File: config.mk
export PLATFORM = sky130hd
export DESIGN_NAME = mem_access_stage
export DESIGN_NICKNAME = d
export VERILOG_FILES = /design/src/rtl/arm_pkg.sv /design/src/rtl/mem_wb_reg.sv /design/src/rtl/mem_access_stage.sv
export SDC_FILE = /design/constraint.sdc
export NUM_CORES = 1
export LEC_CHECK = 0
export ABC_AREA = 1
export CAP_MARGIN = 20
export CORE_UTILIZATION = 44
export CTS_CLUSTER_DIAMETER = 100
export DETAILED_ROUTE_END_ITERATION = 6
export MAX_ROUTING_LAYER = met4
export PLACE_DENSITY_LB_ADDON = 0.08
export RECOVER_POWER = 50
export SETUP_SLACK_MARGIN = 0.2
export SLEW_MARGIN = 20
export SYNTH_ARGS = -nofsm -noshare
export SYNTH_HDL_FRONTEND = slang
export SYNTH_SLANG_ARGS = --single-unit
File: constraint.sdc
create_clock -name clk -period 1.8 [get_ports clk]
set_input_delay 0.36 -clock clk [delete_from_list [all_inputs] [get_ports clk]]
set_output_delay 0.36 -clock clk [all_outputs]
set_load 0.02 [all_outputs]
File: src/rtl/arm_pkg.sv
// Shared types and widths for the ARM calculator datapath stages.
package arm_pkg;

    localparam int unsigned REG_ADDR_W = 4;
    localparam int unsigned DATA_W     = 32;
    localparam int unsigned CNT_W      = 8;

    typedef enum logic {
        IDLE,
        BUSY
    } state_t;

    typedef struct packed {
        logic                  wb_valid;
        logic [DATA_W-1:0]     read_data;
        logic [DATA_W-1:0]     alu_result;
        logic                  mem_to_reg;
        logic                  reg_write;
        logic [REG_ADDR_W-1:0] wa3;
        logic                  fault;
    } wb_bundle_t;

    // A store wins when both MemWrite and MemtoReg are set, so either flag means a bus op.
    function automatic logic is_mem_op(input logic mem_write, input logic mem_to_reg);
        return mem_write | mem_to_reg;
    endfunction

    function automatic logic is_misaligned(input logic [DATA_W-1:0] addr);
        return addr[1:0] != 2'b00;
    endfunction

endpackage

File: src/rtl/mem_wb_reg.sv
// Memory/write-back pipeline register; wb_valid and fault self-clear so they pulse for one cycle.
module mem_wb_reg
    import arm_pkg::*;
(
    input  logic       clk,
    input  logic       reset_n,
    input  logic       load_i,
    input  wb_bundle_t bundle_i,
    output wb_bundle_t bundle_o
);

    wb_bundle_t bundle_q;
    wb_bundle_t bundle_d;

    always_comb begin
        bundle_d = bundle_q;
        bundle_d.wb_valid = 1'b0;
        bundle_d.fault    = 1'b0;
        if (load_i) begin
            bundle_d = bundle_i;
        end
    end

    always_ff @(posedge clk) begin
        if (!reset_n) begin
            bundle_q <= '0;
        end else begin
            bundle_q <= bundle_d;
        end
    end

    assign bundle_o = bundle_q;

endmodule

File: src/rtl/mem_access_stage.sv
// Memory-access stage: word loads/stores over a req/ack bus with timeout, feeding write-back.
module mem_access_stage
    import arm_pkg::*;
#(
    parameter int unsigned TIMEOUT = 15
) (
    input  logic                  clk,
    input  logic                  reset_n,
    input  logic                  valid_in,
    output logic                  ready_out,
    input  logic [DATA_W-1:0]     ALUResult_in,
    input  logic [DATA_W-1:0]     WriteData_in,
    input  logic                  MemWrite_in,
    input  logic                  MemtoReg_in,
    input  logic                  RegWrite_in,
    input  logic [REG_ADDR_W-1:0] WA3_in,
    output logic                  mem_req,
    output logic                  mem_we,
    output logic [DATA_W-1:0]     mem_addr,
    output logic [DATA_W-1:0]     mem_wdata,
    input  logic [DATA_W-1:0]     mem_rdata,
    input  logic                  mem_ack,
    output logic                  wb_valid,
    output logic [DATA_W-1:0]     ReadData,
    output logic [DATA_W-1:0]     ALUResult,
    output logic                  MemtoReg,
    output logic                  RegWrite,
    output logic [REG_ADDR_W-1:0] WA3,
    output logic                  fault
);

    // Counter value during the last permitted request cycle.
    localparam logic [CNT_W-1:0] TO_LAST = CNT_W'(TIMEOUT - 1);

    state_t                state_q, state_d;
    logic [CNT_W-1:0]      cnt_q, cnt_d;
    logic [DATA_W-1:0]     addr_q, addr_d;
    logic [DATA_W-1:0]     wdata_q, wdata_d;
    logic                  we_q, we_d;
    logic                  mtr_q, mtr_d;
    logic                  rw_q, rw_d;
    logic [REG_ADDR_W-1:0] wa3_q, wa3_d;

    logic                  wb_load;
    wb_bundle_t            wb_next;
    wb_bundle_t            wb_out;

    always_comb begin
        state_d = state_q;
        cnt_d   = cnt_q;
        addr_d  = addr_q;
        wdata_d = wdata_q;
        we_d    = we_q;
        mtr_d   = mtr_q;
        rw_d    = rw_q;
        wa3_d   = wa3_q;
        wb_load = 1'b0;
        wb_next = '0;

        unique case (state_q)
            IDLE: begin
                if (valid_in) begin
                    if (!is_mem_op(MemWrite_in, MemtoReg_in)) begin
                        wb_load            = 1'b1;
                        wb_next.wb_valid   = 1'b1;
                        wb_next.alu_result = ALUResult_in;
                        wb_next.mem_to_reg = MemtoReg_in;
                        wb_next.reg_write  = RegWrite_in;
                        wb_next.wa3        = WA3_in;
                    end else if (is_misaligned(ALUResult_in)) begin
                        wb_load            = 1'b1;
                        wb_next.wb_valid   = 1'b1;
                        wb_next.alu_result = ALUResult_in;
                        wb_next.mem_to_reg = MemtoReg_in;
                        wb_next.wa3        = WA3_in;
                        wb_next.fault      = 1'b1;
                    end else begin
                        state_d = BUSY;
                        cnt_d   = '0;
                        addr_d  = {ALUResult_in[DATA_W-1:2], 2'b00};
                        wdata_d = WriteData_in;
                        we_d    = MemWrite_in;
                        mtr_d   = MemtoReg_in;
                        rw_d    = RegWrite_in;
                        wa3_d   = WA3_in;
                    end
                end
            end
            BUSY: begin
                // Ack is examined first so an ack on the final permitted cycle is not a fault.
                if (mem_ack) begin
                    state_d            = IDLE;
                    wb_load            = 1'b1;
                    wb_next.wb_valid   = 1'b1;
                    wb_next.read_data  = we_q ? '0 : mem_rdata;
                    wb_next.alu_result = addr_q;
                    wb_next.mem_to_reg = mtr_q;
                    wb_next.reg_write  = rw_q;
                    wb_next.wa3        = wa3_q;
                end else if (cnt_q >= TO_LAST) begin
                    state_d            = IDLE;
                    wb_load            = 1'b1;
                    wb_next.wb_valid   = 1'b1;
                    wb_next.alu_result = addr_q;
                    wb_next.mem_to_reg = mtr_q;
                    wb_next.wa3        = wa3_q;
                    wb_next.fault      = 1'b1;
                end else begin
                    cnt_d = (cnt_q == '1) ? cnt_q : cnt_q + 1'b1;
                end
            end
            default: state_d = IDLE;
        endcase
    end

    always_ff @(posedge clk) begin
        if (!reset_n) begin
            state_q <= IDLE;
            cnt_q   <= '0;
            addr_q  <= '0;
            wdata_q <= '0;
            we_q    <= 1'b0;
            mtr_q   <= 1'b0;
            rw_q    <= 1'b0;
            wa3_q   <= '0;
        end else begin
            state_q <= state_d;
            cnt_q   <= cnt_d;
            addr_q  <= addr_d;
            wdata_q <= wdata_d;
            we_q    <= we_d;
            mtr_q   <= mtr_d;
            rw_q    <= rw_d;
            wa3_q   <= wa3_d;
        end
    end

    mem_wb_reg u_mem_wb_reg (
        .clk      (clk),
        .reset_n  (reset_n),
        .load_i   (wb_load),
        .bundle_i (wb_next),
        .bundle_o (wb_out)
    );

    assign ready_out = (state_q == IDLE);
    assign mem_req   = (state_q == BUSY);
    assign mem_we    = (state_q == BUSY) && we_q;
    assign mem_addr  = addr_q;
    assign mem_wdata = wdata_q;

    assign wb_valid  = wb_out.wb_valid;
    assign ReadData  = wb_out.read_data;
    assign ALUResult = wb_out.alu_result;
    assign MemtoReg  = wb_out.mem_to_reg;
    assign RegWrite  = wb_out.reg_write;
    assign WA3       = wb_out.wa3;
    assign fault     = wb_out.fault;

endmodule

==> results.cfg, run 1 <==
[detailed_routing]
final_antenna_net_count = 0
first_iter_violations = 551
detail_route.first_pass.iterations = 5
drt-vias-per-instance = 4.72
detail_route.drc_violations = 0
finalWirelength_um = 18500
wl_per_cell_um = 13.4
vias_after_detailed_routing = 6508

[floorplan]
number_of_rows_in_the_core_area = 43
initial_utilization_pct = 45.6
top_level_ports = 246
design.core.area_um2 = 14000
dieHeight_um = 123
die_w_um = 123
die_area_um2 = 15000

[setup_path]
worstPathRequired_ns = 2.11
cp_max_fo = 43
critical_path_arrival_ns = 1.86
critical_path.startpoint_type = register
crit-reg2reg-launch = mem_req
worstSetupStartpoint = mem_req
critical_path_class = reg -> reg
cp-end-kind = register

[clocking]
setup_fix_bufs_post_cts = 0
worst_setup_hold_path_clk_slew_ns = 0.06
clk_latency_ns = 0.42
cts_inserted_buffers = 17
root_cell_of_the_clock_tree = clkbuf_16
htreeDepth = 4
tritoncts_clock_tree = yes
cts-root-to-sink-buffers = 2
cts.sinks = 150

[finish]
final_core_util_pct = 69.4
layout.nets = 1295
layout-area-overhead-vs-synth_pct = 52.3
final_non_filler_cell_total = 1379
drive_above_1_share_pct = 9.09
insertedDiodeCount = 0

[sta]
fin_skew_ns = 0.00744
post-route-period-util_pct = 86.6
grt_setup_unrepaired = yes
timing.final.setup_violations = 0
finalHoldViolations = 0
slew_viol_final = 0
fmax_mhz = 642
final_worst_path_period_need_ns = 1.56

[logic_synthesis]
syn_avg_cell_area_um2 = 6.77
yosys_warnings = 0
postSynthRegisterBits = 150
seq_area_frac_synth_pct = 46.9
post_synth_num_cell_types = 29
netlist_area_um2 = 6400
synth.area.top_cells = dfxtp_1 47%, nand2_1 15%, nor2_1 12%
netlist_instances = 946
synth_area_leader_cell = dfxtp_1
synth_top_cell_area_share_pct = 46.9

[placement]
routabilityCongestion = 0.775
dp_cells = 1342
dpl.hpwl_um = 11900
port_buffers = 243

[power]
total_leakage_power_uw = 0.00504
vdd_ir_max_mv = 0.672
power_density_nw_per_um2 = 895

[status]
status = complete, no violations

[global_routing]
number_of_global_route_vias_before_repair = 5938
grt_start_max_net_pins = 59
grt_antenna_before_repair = 0
grt.total_usage_pct = 25.3
globalRouteOverflowTotal = 0
first_pass_grt_wire_length_um = 28800

[min_path]
min_path_type = in -> reg
hold_path.startpoint = reset_n

[job]
maxcap_violations = 0
## per-layer routing
| layer | part of all wire [%] | vias up | global-route usage, % |
|---|---|---|---|
| met5 | 0 | - | - |
| li1 | - | 3374 | - |
| met1 | 44 | 2896 | 30.3 |
| met2 | 48 | 213 | 41.4 |
| met4 | 2.0 | 0 | 8.84 |
| met3 | 6.0 | 25 | 5.95 |
## power breakdown
part | switching, µW | internal, µW
Sequential | 80.0 | 3480
Clock | 1400 | 2450
Combinational | 717 | 602
Total | 2200 | 6530
## cell families (layout without fill, tap and decap cells)
logic type                 after synthesis  count (layout)  share of synthesized area [%]
and+or+nand+nor                        534             535                           33.4
DFF                                    150             150                           46.9
buffers and inverters                  145             396                           9.70
AOI/OAI and AO/OA                      114             114                           9.50
adders and majority gates                2               2                          0.391
other                                    1               2                         0.0586
## repair_timing
action / 4_1_cts / 5_1_grt
gates cloned: 0 / 5
hold buffers: 0 / 0
endpoints found under the hold margin: 0 / 0
resized for setup: 140 / 13
setup endpoints to repair: 161 / 78
pin swaps: 0 / 2
## final cells by class
class | count | area, µm²
fillers | 1262 | 4290
repair buffers | 277 | 2730
well taps | 180 | 225
clock inverters | 14 | 208
flip-flops and latches | 150 | 3010
inverters | 87 | 327
multi-input cells | 653 | 2820
clock buffers | 18 | 429
## Yosys cell counts
| master | number |
|---|---|
| a21oi_2 | 9 |
| conb_1 | 1 |
| buf_4 | 2 |
| nor2_2 | 3 |
| nor2_4 | 1 |
| nand2_1 | 261 |
| clkinv_1 | 1 |
| nand3_4 | 1 |
| nand4_1 | 1 |
| buf_6 | 4 |
| inv_2 | 4 |
| a31oi_1 | 1 |
| o21ai_0 | 68 |
| nand2_2 | 11 |
| nand3_1 | 39 |
| o21bai_1 | 1 |
| nor3_2 | 1 |
| ha_1 | 2 |
| buf_2 | 22 |
| a21oi_1 | 35 |
| clkbuf_1 | 29 |
| nor2_1 | 209 |
| inv_1 | 82 |
| nand2_4 | 1 |
| nand3_2 | 1 |
| or2_2 | 1 |
| buf_8 | 1 |
| dfxtp_1 | 150 |
| nor3_1 | 4 |
## state kept, by name, indices dropped and copies added (netlist names)
signal,flops
cnt_q,8
mem_addr,30
mem_req,1
mem_wdata,32
mtr_q,1
rw_q,1
u_mem_wb_reg.bundle_o,72
wa3_q,4
we_q,1
## cell usage in the layout, fill, tap and decap left out, drive strengths merged
| cell type | count |
|---|---|
| ha | 2 |
| bufinv | 5 |
| o21bai | 1 |
| nand3 | 41 |
| inv | 86 |
| dfxtp | 150 |
| buf | 33 |
| clkdlybuf4s50 | 105 |
| a21oi | 44 |
| o21ai | 68 |
| clkinvlp | 2 |
| dlygate4sd2 | 135 |
| clkbuf | 22 |
| nand4 | 1 |
| or2 | 1 |
| conb | 2 |
| nor2 | 213 |
| clkinv | 8 |
| a31oi | 1 |
| nand2 | 274 |
| nor3 | 5 |
## stage by stage
| stage | setup TNS, ns | setup slack (ns) | cell area, µm² | hold slack (ns) | power [µW] |
|---|---|---|---|---|---|
| floorplan | 0 | 0.293 | 6400 | 0.424 | 4290 |
| global placement | -0.175 | -0.0178 | 9150 | 0.432 | 4990 |
| detailed placement | -2.48 | -0.0636 | 9150 | 0.435 | 5000 |
| CTS | 0 | 0.107 | 9630 | 0.422 | 8750 |
| global route | 0 | 0.0923 | 9750 | 0.439 | 9080 |
| finish | 0 | 0.241 | 9750 | 0.435 | 8730 |
## worst paths after layout
check	endpoint	slack [ns]	cells after the start
worst max register to register	mem_addr[28]	0.24	7
worst min-delay path	cnt_q[2]	0.44	4
worst max-delay path	mem_addr[28]	0.24	7
worst min register to register	cnt_q[6]	0.44	2
## critical path: stages (launching register included)
cell and delay [ns]:
dfxtp_2 0.36, inv_1 0.20, nand2_1 0.17, nor2_4 0.20, inv_2 0.11, buf_12 0.20
nor2_1 0.14, nor2_1 0.06
Power figures use the tool's default switching activity.
==> run 2, diff against run 1 <==
Settings changed: CORE_MARGIN set to 1.5.
==> run 2 against run 1 <==
Against the previous run:
- worst hold slack gained 0.013 ns
- via count rose by 2.5%
- combinational power increased by 9%
- setup slack got worse by 0.080 ns
- design area up 4.3%
- sequential cell count unchanged
- critical endpoint is now u_mem_wb_reg.bundle_o[25]
- largest cell class is now multi-input gates
==> results.cfg, run 2 (synthesized netlist as in run 1, its figures left out) <==
[status]
status = complete, no violations

[power]
total_leakage_power_uw = 0.00530
total_power_uw = 8500
vdd_ir_max_mv = 0.585
power_density_nw_per_um2 = 836

[sta]
slew_viol_final = 0
fin_skew_ns = 0.00826
grt_setup_unrepaired = yes
final_worst_path_period_need_ns = 1.64
timing.final.setup_violations = 0
post-route-period-util_pct = 91.0
setup_total_negative_slack_ns = 0
hold_slack_ns = 0.448
timing.slew.headroom_pct = 65.9
finalHoldViolations = 0
final_critical_path_setup_slack_ns = 0.162
fmax_mhz = 610
worst_pin_slew_ns = 0.512

[detailed_routing]
vias_after_detailed_routing = 6673
first_iter_violations = 383
wl_per_cell_um = 14.1
detail_route.first_pass.iterations = 5
final_antenna_net_count = 0
detail_route.drc_violations = 0
finalWirelength_um = 19600
drt-vias-per-instance = 4.80

[floorplan]
design.core.area_um2 = 14000
die_w_um = 124
number_of_rows_in_the_core_area = 43
initial_utilization_pct = 45.6
dieHeight_um = 124
top_level_ports = 246
die_area_um2 = 15300

[finish]
most_common_library_cell_in_the_layout_ignoring_fill_and_taps = nand2_1
layout.nets = 1305
final_cell_mix = 222 x nand2_1, 204 x nor2_1, 147 x dfxtp_1, 135 x dlygate4sd2_1, 105 x clkdlybuf4s50_1
largest_register_ff_count = 72
layout-area-overhead-vs-synth_pct = 58.9
drive_above_1_share_pct = 14.6
final_core_util_pct = 72.4
insertedDiodeCount = 0

[global_routing]
number_of_global_route_vias_before_repair = 5933
grt_start_max_net_pins = 55
grt_antenna_before_repair = 0
grt.total_usage_pct = 24.5
first_pass_grt_wire_length_um = 28400
globalRouteOverflowTotal = 0

[clocking]
worst_setup_hold_path_clk_slew_ns = 0.06
tritoncts_clock_tree = yes
clk_latency_ns = 0.42
cts.sinks = 150
cts_inserted_buffers = 17
cts-root-to-sink-buffers = 2
htreeDepth = 4
root_cell_of_the_clock_tree = clkbuf_16

[min_path]
min_path_type = reg -> reg

[setup_path]
critical_path.startpoint_type = register
cp_max_fo = 17
critical_path_arrival_ns = 1.95
worstPathRequired_ns = 2.11
cp-end-kind = register
timing.reg2reg.setup_slack_ns = 0.16
critical_path_class = reg -> reg

[placement]
routabilityCongestion = 0.814
dpl.hpwl_um = 12000
pre_cts_ws_ns = -0.122
port_buffers = 243

[job]
maxcap_violations = 0
-- run 2: final cells by class --
| type | instances | area, µm² |
|---|---|---|
| clock buffers | 21 | 460 |
| clock inverters | 11 | 126 |
| fillers | 1215 | 3870 |
| inverters | 87 | 329 |
| multi-input cells | 654 | 3140 |
| flip-flops and latches | 150 | 3010 |
| well taps | 180 | 225 |
| repair buffers | 286 | 2880 |
-- run 2: timing repair --
item / 4_1_cts / 5_1_grt
setup endpoints to repair: 202 / 78
cloned: 1 / 10
resized for setup: 142 / 106
hold buffers: 0 / 0
pin swaps: 0 / 37
buffers inserted: 1 / 7
-- run 2: final timing paths --
path | start | endpoint | cells past startpoint
min | cnt_q[7] | cnt_q[7] | 2
max reg2reg | cnt_q[0] | u_mem_wb_reg.bundle_o[25] | 11
min reg2reg | cnt_q[7] | cnt_q[7] | 2
max | cnt_q[0] | u_mem_wb_reg.bundle_o[25] | 11
-- run 2: power by group --
| part | total, µW | switching (µW) | internal, µW | leakage [µW] |
|---|---|---|---|---|
| logic | 1440 | 776 | 666 | 0.00381 |
| clock network | 3500 | 1390 | 2110 | 0.000264 |
| registers | 3560 | 80.8 | 3470 | 0.00123 |
-- run 2: routing by layer --
| metal | track usage (%) | vias to the layer above | routed length (µm) |
|---|---|---|---|
| met3 | 5.95 | 24 | 1250 |
| met5 | - | - | 0 |
| li1 | - | 3402 | - |
| met2 | 39.1 | 229 | 9340 |
| met4 | 8.69 | 0 | 335 |
| met1 | 30.3 | 3018 | 8650 |
-- run 2: through the flow --
step	instance area, µm²	cells
after CTS	9520	1372
after detailed placement	9070	1338
after global routing	10200	1389
after global placement	9070	1338
after floorplan	6400	947
final	10200	1389
-- run 2: worst max-delay path: stages, from the launching register on --
cell,delay [ns]
dfxtp_4,0.37
inv_4,0.04
ha_4,0.15
inv_2,0.05
nand2_2,0.06
nand2_4,0.08
nand3_4,0.15
nand2_1,0.28
buf_12,0.19
nand2_1,0.05
nand2_1,0.05
nor2_1,0.05
==> run 3, diff against run 2 <==
Settings changed: CELL_PAD_IN_SITES_DETAIL_PLACEMENT set to 1, CELL_PAD_IN_SITES_GLOBAL_PLACEMENT set to 2, CORE_UTILIZATION 44 to 23.
==> run 3 against run 2 <==
Against the previous run:
- worst hold slack improved by 0.0021 ns
- design area fell by 1.0%
- sequential share of layout area rose by 0.28 points
- non-clock buffer count fell by 7
- fmax rose by 1.9%
==> results.cfg, run 3 (synthesized netlist as in run 1, its figures left out) <==
[placement]
port_buffers = 243
dpl.hpwl_um = 15400
post_dp_cell_area_um2 = 9390
routabilityCongestion = 0.730
pre_cts_ws_ns = -0.170

[setup_path]
critical_path_arrival_ns = 1.93
critical_path_class = in -> reg
cp_max_fo = 16
critical_path.startpoint_type = primary input
worstPathRequired_ns = 2.12
cp-end-kind = register

[sta]
slew_viol_final = 0
final_worst_path_period_need_ns = 1.61
finalHoldViolations = 0
setup_total_negative_slack_ns = 0
grt_setup_unrepaired = yes
final_critical_path_setup_slack_ns = 0.192
fmax_mhz = 622
post-route-period-util_pct = 89.3
worst_pin_slew_ns = 0.545
timing.slew.headroom_pct = 63.4
timing.final.setup_violations = 0
fin_skew_ns = 0.0142

[power]
power_density_nw_per_um2 = 870
total_power_uw = 8760
switching_share_pct = 27.8
p_clk_share_pct = 43.6
switching_power_uw = 2430
power_frac_seq_pct = 40.6
share_comb_of_total_power_pct = 15.8
internal_power_uw = 6330
total_leakage_power_uw = 0.00506
vdd_ir_max_mv = 0.412

[clocking]
holdBufCountCts = 0
root_cell_of_the_clock_tree = clkbuf_16
cts-root-to-sink-buffers = 2
cts_inserted_buffers = 17
tritoncts_clock_tree = yes
cts.sinks = 150
htreeDepth = 4
clk_latency_ns = 0.43
worst_setup_hold_path_clk_slew_ns = 0.06

[floorplan]
design.core.area_um2 = 27100
dieHeight_um = 170
die_area_um2 = 28800
number_of_rows_in_the_core_area = 60
top_level_ports = 246
initial_utilization_pct = 23.6
die_w_um = 170

[global_routing]
grt_start_max_net_pins = 106
globalRouteOverflowTotal = 0
number_of_global_route_vias_before_repair = 6541
first_pass_grt_wire_length_um = 36100
grt.total_usage_pct = 16.7
grt_antenna_before_repair = 0

[status]
status = complete, no violations

[finish]
final_core_util_pct = 37.1
final_cell_mix = 254 x nand2_1, 208 x nor2_1, 147 x dfxtp_1, 133 x dlygate4sd2_1, 105 x clkdlybuf4s50_1
layout.nets = 1297
most_common_library_cell_in_the_layout_ignoring_fill_and_taps = nand2_1
layout-area-overhead-vs-synth_pct = 57.3
drive_above_1_share_pct = 9.67
insertedDiodeCount = 0
largest_register_ff_count = 72
design_area_um2 = 10100

[detailed_routing]
vias_after_detailed_routing = 6648
first_iter_violations = 227
detail_route.first_pass.iterations = 4
finalWirelength_um = 24100
final_antenna_net_count = 0
drt-vias-per-instance = 4.23
detail_route.drc_violations = 0
wl_per_cell_um = 15.3

[min_path]
min_path_type = reg -> reg

[job]
maxcap_violations = 0
-- run 3: cell count changes in the layout (fill, tap and decap cells not counted), moves of 3 or more --
cell,previous run,this run
a21oi_1,19,36
nor2_2,7,4
a21oi_2,25,8
nand2_2,24,15
clkinvlp_4,7,4
nand2_1,222,254
inv_6,0,3
nor2_1,204,208
nand2_4,28,4
clkbuf_1,3,0
-- run 3: per-stage QoR --
| step | hold slack (ns) | std cells |
|---|---|---|
| final | 0.451 | 1572 |
| after global routing | 0.478 | 1572 |
| after CTS | 0.452 | 1564 |
| after detailed placement | 0.443 | 1533 |
| after global placement | 0.438 | 1533 |
| after floorplan | 0.424 | 947 |
-- run 3: what timing repair did --
action	4_1_cts	5_1_grt
setup endpoints to repair	137	75
pin swaps	0	10
cloned	0	7
buffers inserted	0	1
gates resized for setup	140	27
-- run 3: final timing paths --
check / slack [ns] / start / endpoint / cells past startpoint
setup / recovery: 0.19 / MemtoReg_in / u_mem_wb_reg.bundle_o[25] / 10
hold / removal: 0.45 / cnt_q[7] / cnt_q[7] / 2
hold reg to reg: 0.45 / cnt_q[7] / cnt_q[7] / 2
setup reg to reg: 0.26 / cnt_q[0] / u_mem_wb_reg.bundle_o[25] / 11
-- run 3: area by class of cell --
| cell class | instances | area (µm²) |
|---|---|---|
| Tap cell | 372 | 465 |
| Sequential cell | 150 | 3010 |
| Clock buffer | 18 | 439 |
| Clock inverter | 13 | 171 |
| Fill cell | 3374 | 17000 |
| Timing Repair Buffer | 279 | 2810 |
| Inverter | 87 | 327 |
| Multi-Input combinational cell | 653 | 2850 |
-- run 3: metal layers --
metal / wire (µm) / vias to the layer above / GRT usage (%) / share of wire (%)
li1: - / 3367 / - / -
met1: 11200 / 3110 / 21.0 / 46
met2: 11500 / 158 / 26.6 / 48
met3: 1220 / 13 / 4.05 / 5.1
met4: 221 / 0 / 4.27 / 0.92
met5: 0 / - / - / 0
-- run 3: power by group through the flow --
stage / Combinational [µW] / Sequential (µW) / Clock, µW
after floorplan: 486 / 3800 / 0
after global placement: 1410 / 3640 / 0
after detailed placement: 1420 / 3640 / 0
after CTS: 1330 / 3560 / 3940
after global routing: 1520 / 3580 / 4060
final: 1380 / 3560 / 3820
-- run 3: critical path, cell delays in order --
cell	delay (ns)
clkdlybuf4s50_1	0.46
inv_2	0.08
nand2_1	0.06
nand2_1	0.19
nand2_1	0.13
nand2_4	0.13
nand2_4	0.13
clkbuf_16	0.21
nor2_1	0.12
nor2_1	0.05
